--- config.mk ---
export PLATFORM = sky130hd
export DESIGN_NAME = uart_rx_axis_flat
export DESIGN_NICKNAME = d
export VERILOG_FILES = /design/src/rtl/uart_rx_axis_if.sv /design/src/rtl/uart_rx_axis.sv /design/src/flat_wrapper.sv
export SDC_FILE = /design/constraint.sdc
export NUM_CORES = 1
export LEC_CHECK = 0
export BUFFER_PORTS_ARGS = -buffer_cell sky130_fd_sc_hd__buf_4
export CORE_MARGIN = 2
export CORE_UTILIZATION = 40
export CTS_CLUSTER_DIAMETER = 30
export DETAILED_ROUTE_END_ITERATION = 7
export GPL_TIMING_DRIVEN = 0
export PLACE_DENSITY = 0.6
export SYNTH_ARGS = -nofsm -noshare
export SYNTH_HDL_FRONTEND = slang
export SYNTH_SLANG_ARGS = --single-unit
--- constraint.sdc ---
create_clock -name clk -period 3.1 [get_ports clk]
set_clock_uncertainty 0.05 [all_clocks]
set_input_delay 0.31 -clock clk [delete_from_list [all_inputs] [get_ports clk]]
set_output_delay 0.31 -clock clk [all_outputs]
set_load 0.1 [all_outputs]
--- src/rtl/uart_rx_axis_if.sv ---
// AXI-Stream byte channel carried out of the UART receiver.
// The master side drives data/valid/last; the slave side drives ready.
interface uart_rx_axis_if #(
  parameter int DATA_BITS = 8
);
  logic [DATA_BITS-1:0] axis_data;
  logic                 axis_valid;
  logic                 axis_ready;
  logic                 axis_last;

  modport master (
    output axis_data,
    output axis_valid,
    output axis_last,
    input  axis_ready
  );

  modport slave (
    input  axis_data,
    input  axis_valid,
    input  axis_last,
    output axis_ready
  );
endinterface

--- src/rtl/uart_rx_axis.sv ---
// 8N1 UART receiver feeding a small AXI-Stream FIFO.
// Packet end (tlast) is inferred from line idle time after a byte.
module uart_rx_axis #(
  parameter int DATA_BITS    = 8,
  parameter int CLKS_PER_BIT = 104,
  parameter int FIFO_DEPTH   = 4,
  parameter int IDLE_BITS    = 10
) (
  input  logic            clk,
  input  logic            rst,
  input  logic            uart_rx,
  uart_rx_axis_if.master  axis,
  output logic            frame_err,
  output logic            overflow
);

  localparam int HALF       = CLKS_PER_BIT / 2;
  localparam int IDLE_LIMIT = IDLE_BITS * CLKS_PER_BIT;
  localparam int BW         = $clog2(CLKS_PER_BIT);
  localparam int IW         = $clog2(IDLE_LIMIT + 1);
  localparam int XW         = $clog2(DATA_BITS + 1);
  localparam int AW         = $clog2(FIFO_DEPTH);

  localparam logic [BW-1:0] BAUD_LAST = BW'(CLKS_PER_BIT - 1);
  localparam logic [BW-1:0] HALF_LAST = BW'(HALF - 1);
  localparam logic [IW-1:0] IDLE_LAST = IW'(IDLE_LIMIT - 1);
  localparam logic [IW-1:0] IDLE_FULL = IW'(IDLE_LIMIT);
  localparam logic [XW-1:0] BIT_LAST  = XW'(DATA_BITS - 1);
  localparam logic [AW:0]   DEPTH_C   = (AW+1)'(FIFO_DEPTH);

  typedef enum logic [2:0] {IDLE, START, DATA, STOP, BREAK} state_t;

  state_t               state;
  logic                 rx_meta, rxs;
  logic [BW-1:0]        baud_cnt;
  logic [IW-1:0]        idle_cnt;
  logic [XW-1:0]        bit_idx;
  logic [DATA_BITS-1:0] shreg;
  logic [DATA_BITS-1:0] pend_data;
  logic                 pend_valid;

  logic                 start_ok, idle_to, stop_bad, push, push_last;

  logic [DATA_BITS:0]   mem [FIFO_DEPTH];
  logic [AW-1:0]        wr_ptr, rd_ptr;
  logic [AW:0]          count;
  logic                 full, pop, accept;

  always_ff @(posedge clk or negedge rst) begin
    if (!rst) begin
      rx_meta <= 1'b1;
      rxs     <= 1'b1;
    end else begin
      rx_meta <= uart_rx;
      rxs     <= rx_meta;
    end
  end

  // The pending byte is flushed on the event that decides its tlast value.
  always_comb begin
    start_ok  = (state == START) && (baud_cnt == HALF_LAST) && !rxs;
    idle_to   = (state == IDLE) && rxs && (idle_cnt == IDLE_LAST);
    stop_bad  = (state == STOP) && (baud_cnt == BAUD_LAST) && !rxs;
    push      = pend_valid && (start_ok || idle_to || stop_bad);
    push_last = !start_ok;
  end

  always_ff @(posedge clk or negedge rst) begin
    if (!rst) begin
      state      <= IDLE;
      baud_cnt   <= '0;
      idle_cnt   <= '0;
      bit_idx    <= '0;
      shreg      <= '0;
      pend_data  <= '0;
      pend_valid <= 1'b0;
      frame_err  <= 1'b0;
    end else begin
      frame_err <= 1'b0;
      if (push) pend_valid <= 1'b0;
      case (state)
        IDLE: begin
          baud_cnt <= '0;
          if (!rxs) begin
            state    <= START;
            idle_cnt <= '0;
          end else if (idle_cnt != IDLE_FULL) begin
            idle_cnt <= idle_cnt + 1'b1;
          end
        end
        START: begin
          idle_cnt <= '0;
          if (baud_cnt == HALF_LAST) begin
            baud_cnt <= '0;
            bit_idx  <= '0;
            state    <= rxs ? IDLE : DATA;
          end else begin
            baud_cnt <= baud_cnt + 1'b1;
          end
        end
        DATA: begin
          idle_cnt <= '0;
          if (baud_cnt == BAUD_LAST) begin
            baud_cnt <= '0;
            shreg    <= {rxs, shreg[DATA_BITS-1:1]};
            if (bit_idx == BIT_LAST) state <= STOP;
            else bit_idx <= bit_idx + 1'b1;
          end else begin
            baud_cnt <= baud_cnt + 1'b1;
          end
        end
        STOP: begin
          idle_cnt <= '0;
          if (baud_cnt == BAUD_LAST) begin
            baud_cnt <= '0;
            if (rxs) begin
              pend_data  <= shreg;
              pend_valid <= 1'b1;
              state      <= IDLE;
            end else begin
              frame_err <= 1'b1;
              state     <= BREAK;
            end
          end else begin
            baud_cnt <= baud_cnt + 1'b1;
          end
        end
        BREAK: begin
          idle_cnt <= '0;
          baud_cnt <= '0;
          if (rxs) state <= IDLE;
        end
        default: state <= IDLE;
      endcase
    end
  end

  assign full   = (count == DEPTH_C);
  assign pop    = axis.axis_valid && axis.axis_ready;
  assign accept = push && (!full || pop);

  always_ff @(posedge clk or negedge rst) begin
    if (!rst) begin
      for (int unsigned i = 0; i < FIFO_DEPTH; i++) mem[i] <= '0;
      wr_ptr   <= '0;
      rd_ptr   <= '0;
      count    <= '0;
      overflow <= 1'b0;
    end else begin
      overflow <= push && full && !pop;
      if (accept) begin
        mem[wr_ptr] <= {push_last, pend_data};
        wr_ptr      <= wr_ptr + 1'b1;
      end
      if (pop) rd_ptr <= rd_ptr + 1'b1;
      case ({accept, pop})
        2'b10:   count <= count + 1'b1;
        2'b01:   count <= count - 1'b1;
        default: count <= count;
      endcase
    end
  end

  assign axis.axis_valid = (count != '0);
  assign axis.axis_data  = mem[rd_ptr][DATA_BITS-1:0];
  assign axis.axis_last  = mem[rd_ptr][DATA_BITS];

endmodule

--- src/flat_wrapper.sv ---
// flat-port wrapper written by rule: the top's interface ports become plain ports
module uart_rx_axis_flat 
#(
  parameter int DATA_BITS    = 8,
  parameter int CLKS_PER_BIT = 104,
  parameter int FIFO_DEPTH   = 4,
  parameter int IDLE_BITS    = 10
)
  (clk, rst, uart_rx, frame_err, overflow, axis_axis_data, axis_axis_valid, axis_axis_last, axis_axis_ready);
  uart_rx_axis_if #(.DATA_BITS(DATA_BITS)) axis_i ();
  input  logic clk;
  input  logic rst;
  input  logic uart_rx;
  output logic frame_err;
  output logic overflow;
  output wire logic [$bits(axis_i.axis_data)-1:0] axis_axis_data;
  output wire logic [$bits(axis_i.axis_valid)-1:0] axis_axis_valid;
  output wire logic [$bits(axis_i.axis_last)-1:0] axis_axis_last;
  input wire logic [$bits(axis_i.axis_ready)-1:0] axis_axis_ready;
  assign axis_axis_data = axis_i.axis_data;
  assign axis_axis_valid = axis_i.axis_valid;
  assign axis_axis_last = axis_i.axis_last;
  assign axis_i.axis_ready = axis_axis_ready;
  uart_rx_axis #(.DATA_BITS(DATA_BITS), .CLKS_PER_BIT(CLKS_PER_BIT), .FIFO_DEPTH(FIFO_DEPTH), .IDLE_BITS(IDLE_BITS)) u_core (.clk(clk), .rst(rst), .uart_rx(uart_rx), .axis(axis_i), .frame_err(frame_err), .overflow(overflow));
endmodule
# Yosys cells after proc, flatten, opt, wreduce, memory -nomap -nowiden
# Index checks and enable logic that the tools add are counted.
[op_classes]
bitwise_logic = 2
shifts = 0
n_reduce_logical = 33
n_eq_ne = 20
multipliers = 0
muxes = 33
div = 0
add_sub_neg = 7
magnitude_cmp = 3
[ops]
columns = ["op", "count"]
rows = [
  ["bitwise mux 36 bit", 1],
  ["two-way mux 9 bit", 3],
  ["two-way mux 11 bit", 2],
  ["one-hot mux 11 bit (2 select lines)", 1],
  ["two-way mux 3 bit", 7],
  ["one-hot mux 7 bit (3 select lines)", 1],
  ["binary-select mux 9 bit (select 2 bit)", 1],
  ["demux 9 bit (select 2 bit)", 1],
  ["one-hot mux 3 bit (5 select lines)", 1],
  ["two-way mux 7 bit", 2],
  ["logical AND 1 bit", 12],
  ["two-way mux 4 bit", 3],
  ["adder 11 x 1 -> 11 bit, second input constant", 1],
  ["== test 11 bit, second input constant", 1],
  ["!= test 11 bit, second input constant", 1],
  ["!= test 2 bit, second input constant", 4],
  ["one-hot mux 4 bit (2 select lines)", 1],
  ["adder 7 x 1 -> 7 bit, second input constant", 1],
  ["== test 7 x 6 -> 1 bit, second input constant", 1],
  ["== test 7 bit, second input constant", 1],
  ["two-way mux 1 bit", 7],
  ["== test 3 x 2 -> 1 bit, second input constant", 2],
  ["== test 3 bit, second input constant", 2],
  [">= comparator 3 bit, second input constant", 2],
  ["other kinds (25)", 39],
]
[totals]
out_inout_bits = 12
ff_bits = 89
ramBits = 0
rom_bits = 0
n_memories = 0
latchBits = 0

# Depth between registers and ports, before layout
[logic_depth]
depth_word = 10
mapped_depth = 11
ltp_nobuf = 11

# Least setup slack after synthesis
# Ideal clock, no wire load.
[synth_timing]
kind = "reg2reg"
start = "reg u_core.count[0]"
end = "reg u_core.count[2]"
path_slack_ps = 233
setup_ps = 87
required_time_ps = 2963
t_arrival_ps = 2731
stages_incl_launch_ff = 9
path_buffers = 0
path_cell_list = "dfrtp_1 nor2_1 nand2_1 nand2_1 nor2_1 fa_1 nor2b_1 mux2_2 o211ai_1"
[synth_via]
elab_chain_len = 6
word_cells_on_any_way = 12
classes_between = "add/sub: 2; eq/ne: 3; mux: 1; reduce/logical: 6"
[synth_lines]
columns = ["element", "line", "text"]
rows = [
  ["start, declared", "uart_rx_axis.sv:46", "logic [AW:0] count;"],
  ["start signal, assigned", "uart_rx_axis.sv:157", "2'b10: count <= count + 1'b1;"],
  ["start signal, assigned", "uart_rx_axis.sv:158", "2'b01: count <= count - 1'b1;"],
  ["start signal, assigned", "uart_rx_axis.sv:159", "default: count <= count;"],
  ["nonzero test 3 bit *", "uart_rx_axis.sv:164", "assign axis.axis_valid = (count != '0);"],
  ["net axis_axis_valid", "flat_wrapper.sv:17", "output wire logic [$bits(axis_i.axis_valid)-1:0] axis_axis_valid;"],
  ["logical AND 1 bit *", "uart_rx_axis.sv:139", "assign pop = axis.axis_valid && axis.axis_ready;"],
  ["logical OR 1 bit", "uart_rx_axis.sv:140", "assign accept = push && (!full || pop);"],
  ["logical AND 1 bit", "uart_rx_axis.sv:140", ""],
  ["== test 2 x 1 -> 1 bit / == test 2 bit (equally long branches)", "uart_rx_axis.sv:156", "case ({accept, pop})"],
  ["one-hot mux 3 bit (2 select lines) / nonzero test 2 bit (equally long branches)", "--", ""],
]
# The timed path passes the listed nets; every way through them passes the cells marked *.
# A chain may end at the register's enable or synchronous reset.

# Worst setup path in the final report
[layout_timing]
start = "reg u_core.rxs"
end = "reg u_core.count[2]"
[layout_via]
elab_chain_len = 8
word_cells_on_any_way = 13
classes_between = "eq/ne: 2; mux: 1; reduce/logical: 10"
[layout_lines]
columns = ["element", "line", "text"]
rows = [
  ["start, declared", "uart_rx_axis.sv:34", "logic rx_meta, rxs;"],
  ["start signal, assigned", "uart_rx_axis.sv:55", "rxs <= rx_meta;"],
  ["logical NOT 1 bit / logical AND 1 bit (equally long branches)", "uart_rx_axis.sv:61, uart_rx_axis.sv:63, uart_rx_axis.sv:62", ""],
  ["logical AND 1 bit (on tied branches)", "uart_rx_axis.sv:61, uart_rx_axis.sv:62", ""],
  ["logical OR 1 bit", "uart_rx_axis.sv:64", "push = pend_valid && (start_ok || idle_to || stop_bad);"],
  ["logical OR 1 bit *", "uart_rx_axis.sv:64", ""],
  ["logical AND 1 bit *", "uart_rx_axis.sv:64", ""],
  ["logical AND 1 bit *", "uart_rx_axis.sv:140", ""],
  ["== test 2 x 1 -> 1 bit / == test 2 bit (equally long branches)", "uart_rx_axis.sv:156", ""],
  ["one-hot mux 3 bit (2 select lines) / nonzero test 2 bit (equally long branches)", "--", ""],
]
# Every way passes the cells marked *; elsewhere a longest branch is shown, timed or not.

==> run metrics <==
first-pass GRT wire length=between 10000 and 15000 microns; EDFF count, synth=0; Hold Slack=0.106 ns; die height=108 microns; library cells used by synthesis=50; Min Clock Period, post-route=2.84 ns; Hold Vio Cnt, Final=0; core area=approximately 10000 sq um; Placed Cells=507; IO Port Bufs=15; nets=398; CP max stage cell=dfstp_2; Lkg Pwr=2.28 nW; main combinational cell family by area after synthesis=multiplexers; clock buffer depth=2; hpwl dp=about 5400 microns; fmax=roughly 0.35 GHz; Residual DRC=0; ratio of cells with drive above 1 in the final layout=0.287; most frequent cells in the layout=dfrtp_1 (87), mux2_2 (51), nor2_1 (27), o21ai_0 (26), nand2_1 (22); final-report setup violation count=0; register area share after synthesis=0.516; syn nets=between 300 and 400; Placed Instance Area=approximately 4600 sq um; Arrival @ worst endpoint=3.07 ns; post-synthesis xor/xnor area fraction=0.0142; Worst Path Buf+Inv=1; Final Util=0.468; drt via density=around 5.3; mapped cell area=4320 sq um; Peak VDD IR=slightly below 0.3 mV; final instance area=between 4000 and 5000 sq um; Placer Congestion=roughly 0.77; H-Tree Depth=3; DRT Wirelength=about 8000 microns; CP Max Fanout=10; Pre-antenna DRT Iters=4; yosys warns=0; cell taking the most area after synthesis=dfrtp_1; Synth area leaders=dfrtp_1 (50%), mux2_2 (13%), mux4_2 (4.7%); max incr delay on CP=roughly 0.52 ns; Die X=108 microns; pin count of the biggest net entering global routing=90; simple-gate share of the synthesized area=0.148; cell row count=37; CP cell instances=buf_2, nor4b_4, nand4_1, nand2_4, nor2_1, fa_1, nor2b_1, mux2_2, o211ai_1; number of synthesized register bits=89; latest clock arrival within the worst-skew pair=0.36 ns; TritonCTS buffer count=9; vias in the first global route=between 2k and 3k; final period utilization=0.917; CTS tree=done; Die Area=approximately 12000 sq um; Rel. slew slack=0.251; syn avg cell area=~12 sq um; CTS clk-pin slew, worst paths=roughly 0.090 ns; multiplexer area fraction after synthesis=0.190; All-Layer GR Usage=0.152; total clock sinks=~90; status=completed; vias=roughly 2.8k; Post-Synth Adder-Cell Area=0.0278; Mapped Cells=356; Routed wire per std cell=roughly 15 microns; most used flip-flop cell after synthesis=dfrtp_1; I/O pin count=16; Synth async-reset ratio=1.00; pre-CTS setup slack=-0.125 ns; top cell family by delay on the critical path=simple AND/OR/NAND/NOR gates; MaxCap Viol Count=0; Synth top area share=0.504; fin cells=526; Power Density=514 nW/um^2; setup repair after global routing missed its margin=false; Critical Path RT=between 3 and 4 ns; ANT nets after route=0; Root Driver=clkbuf_8; Antenna Cells=0; compound-gate portion of the synthesized area=0.0872; DRT iter0 DRCs=roughly 130; Initial Utilization=0.415; commonest non-fill, non-tap cell in the layout=dfrtp_1; nature of the critical path startpoint=flip-flop; Synth-to-Final Area Change=12.8%; Worst Slack Setup Final=roughly 0.26 ns; Slew @ Worst Pin=between 1 and 1.5 ns; Worst Hold Class=input port to async pin; total congestion overflow=0; crit path kind=flip-flop to flip-flop; Power, Total=around 2.5 mW; initial antenna violation count=0; final slew viol count=0; setup_tns=0 ns; Worst setup EP type=flip-flop; filler cell count=950
[cell type report]
| type | count | area [sq um] | area share |
|---|---|---|---|
| plain buffers | 10 | 40.0 | 0.00822 |
| inverters | 9 | 33.8 | 0.00693 |
| repair buffers | 18 | 150 | 0.0308 |
| clock buffers | 10 | 138 | 0.0282 |
| clock inverters | 6 | 72.6 | 0.0149 |
| well taps | 136 | 170 | 0.0349 |
| flip-flops and latches | 89 | 2230 | 0.458 |
| multi-input cells | 248 | 2040 | 0.418 |
[flip-flops by register name (all words and copies together), names as in the netlist]
signal             count
u_core.count           3
u_core.baud_cnt        7
u_core.state           3
u_core.wr_ptr          2
u_core.rx_meta         1
u_core.bit_idx         4
u_core.shreg           8
u_core.rxs             1
u_core.frame_err       1
u_core.idle_cnt       11
u_core.mem            36
u_core.pend_data       8
u_core.overflow        1
u_core.pend_valid      1
u_core.rd_ptr          2
[path summary, 6_finish.rpt]
path,from,to,slack [ns],cells after the start
setup / recovery,u_core.rxs,u_core.count[2],0.26,9
hold / removal,rst,u_core.mem[3],0.11,1
setup reg to reg,u_core.rxs,u_core.count[2],0.26,9
hold reg to reg,u_core.rx_meta,u_core.rxs,0.31,0
max in group asynchronous,rst,u_core.idle_cnt[3],2.17,1
min in group clk,axis_axis_ready,u_core.overflow,0.26,3
[Yosys cell counts, drive strengths merged, types with 3 or more instances]
library cell   n
nor4b          3
nor3b          3
nand2b         3
a21oi          6
nand3b         3
and3           5
clkbuf         7
buf            3
dfrtp         87
ha             8
nand2         27
nor2          27
xnor2          5
nand3          7
o21ai         27
o31ai          6
inv            9
a31oi          7
mux4           9
nor3           4
and4           4
nor2b          6
nand4          5
mux2          54
[cells by family (layout without fill, tap and decap cells)]
| family | Yosys count | count (layout) |
|---|---|---|
| AO/OA/AOI/OAI | 59 | 59 |
| AND/OR/NAND/NOR | 109 | 109 |
| multiplexers | 64 | 64 |
| buffers and inverters | 19 | 53 |
| adder cells (fa/ha/maj) | 9 | 9 |
| flip-flops | 89 | 89 |
| XOR/XNOR | 7 | 7 |
[timing repair]
item / CTS / global route
hold buffers: 1 / 0
setup endpoints to repair: 1 / 6
hold endpoints to repair: 1 / 0
resized for setup: 2 / 2
pin swaps: 0 / 3
buffers inserted: 0 / 2
[layer usage]
layer / vias up / GRT usage / wire, microns
li1: 1362 / - / -
met1: 1408 / 0.200 / 3800
met2: 32 / 0.248 / 3870
met5: - / 0 / 0
met4: 0 / 0.0440 / 101
met3: 8 / 0.0400 / 241
[where the power goes]
part,total [mW],switching (mW),internal (mW)
Sequential,1.23,0.0314,1.19
Combinational,0.442,0.292,0.150
Clock,0.837,0.434,0.403
Note: power is estimated with default switching activity, not from simulation.
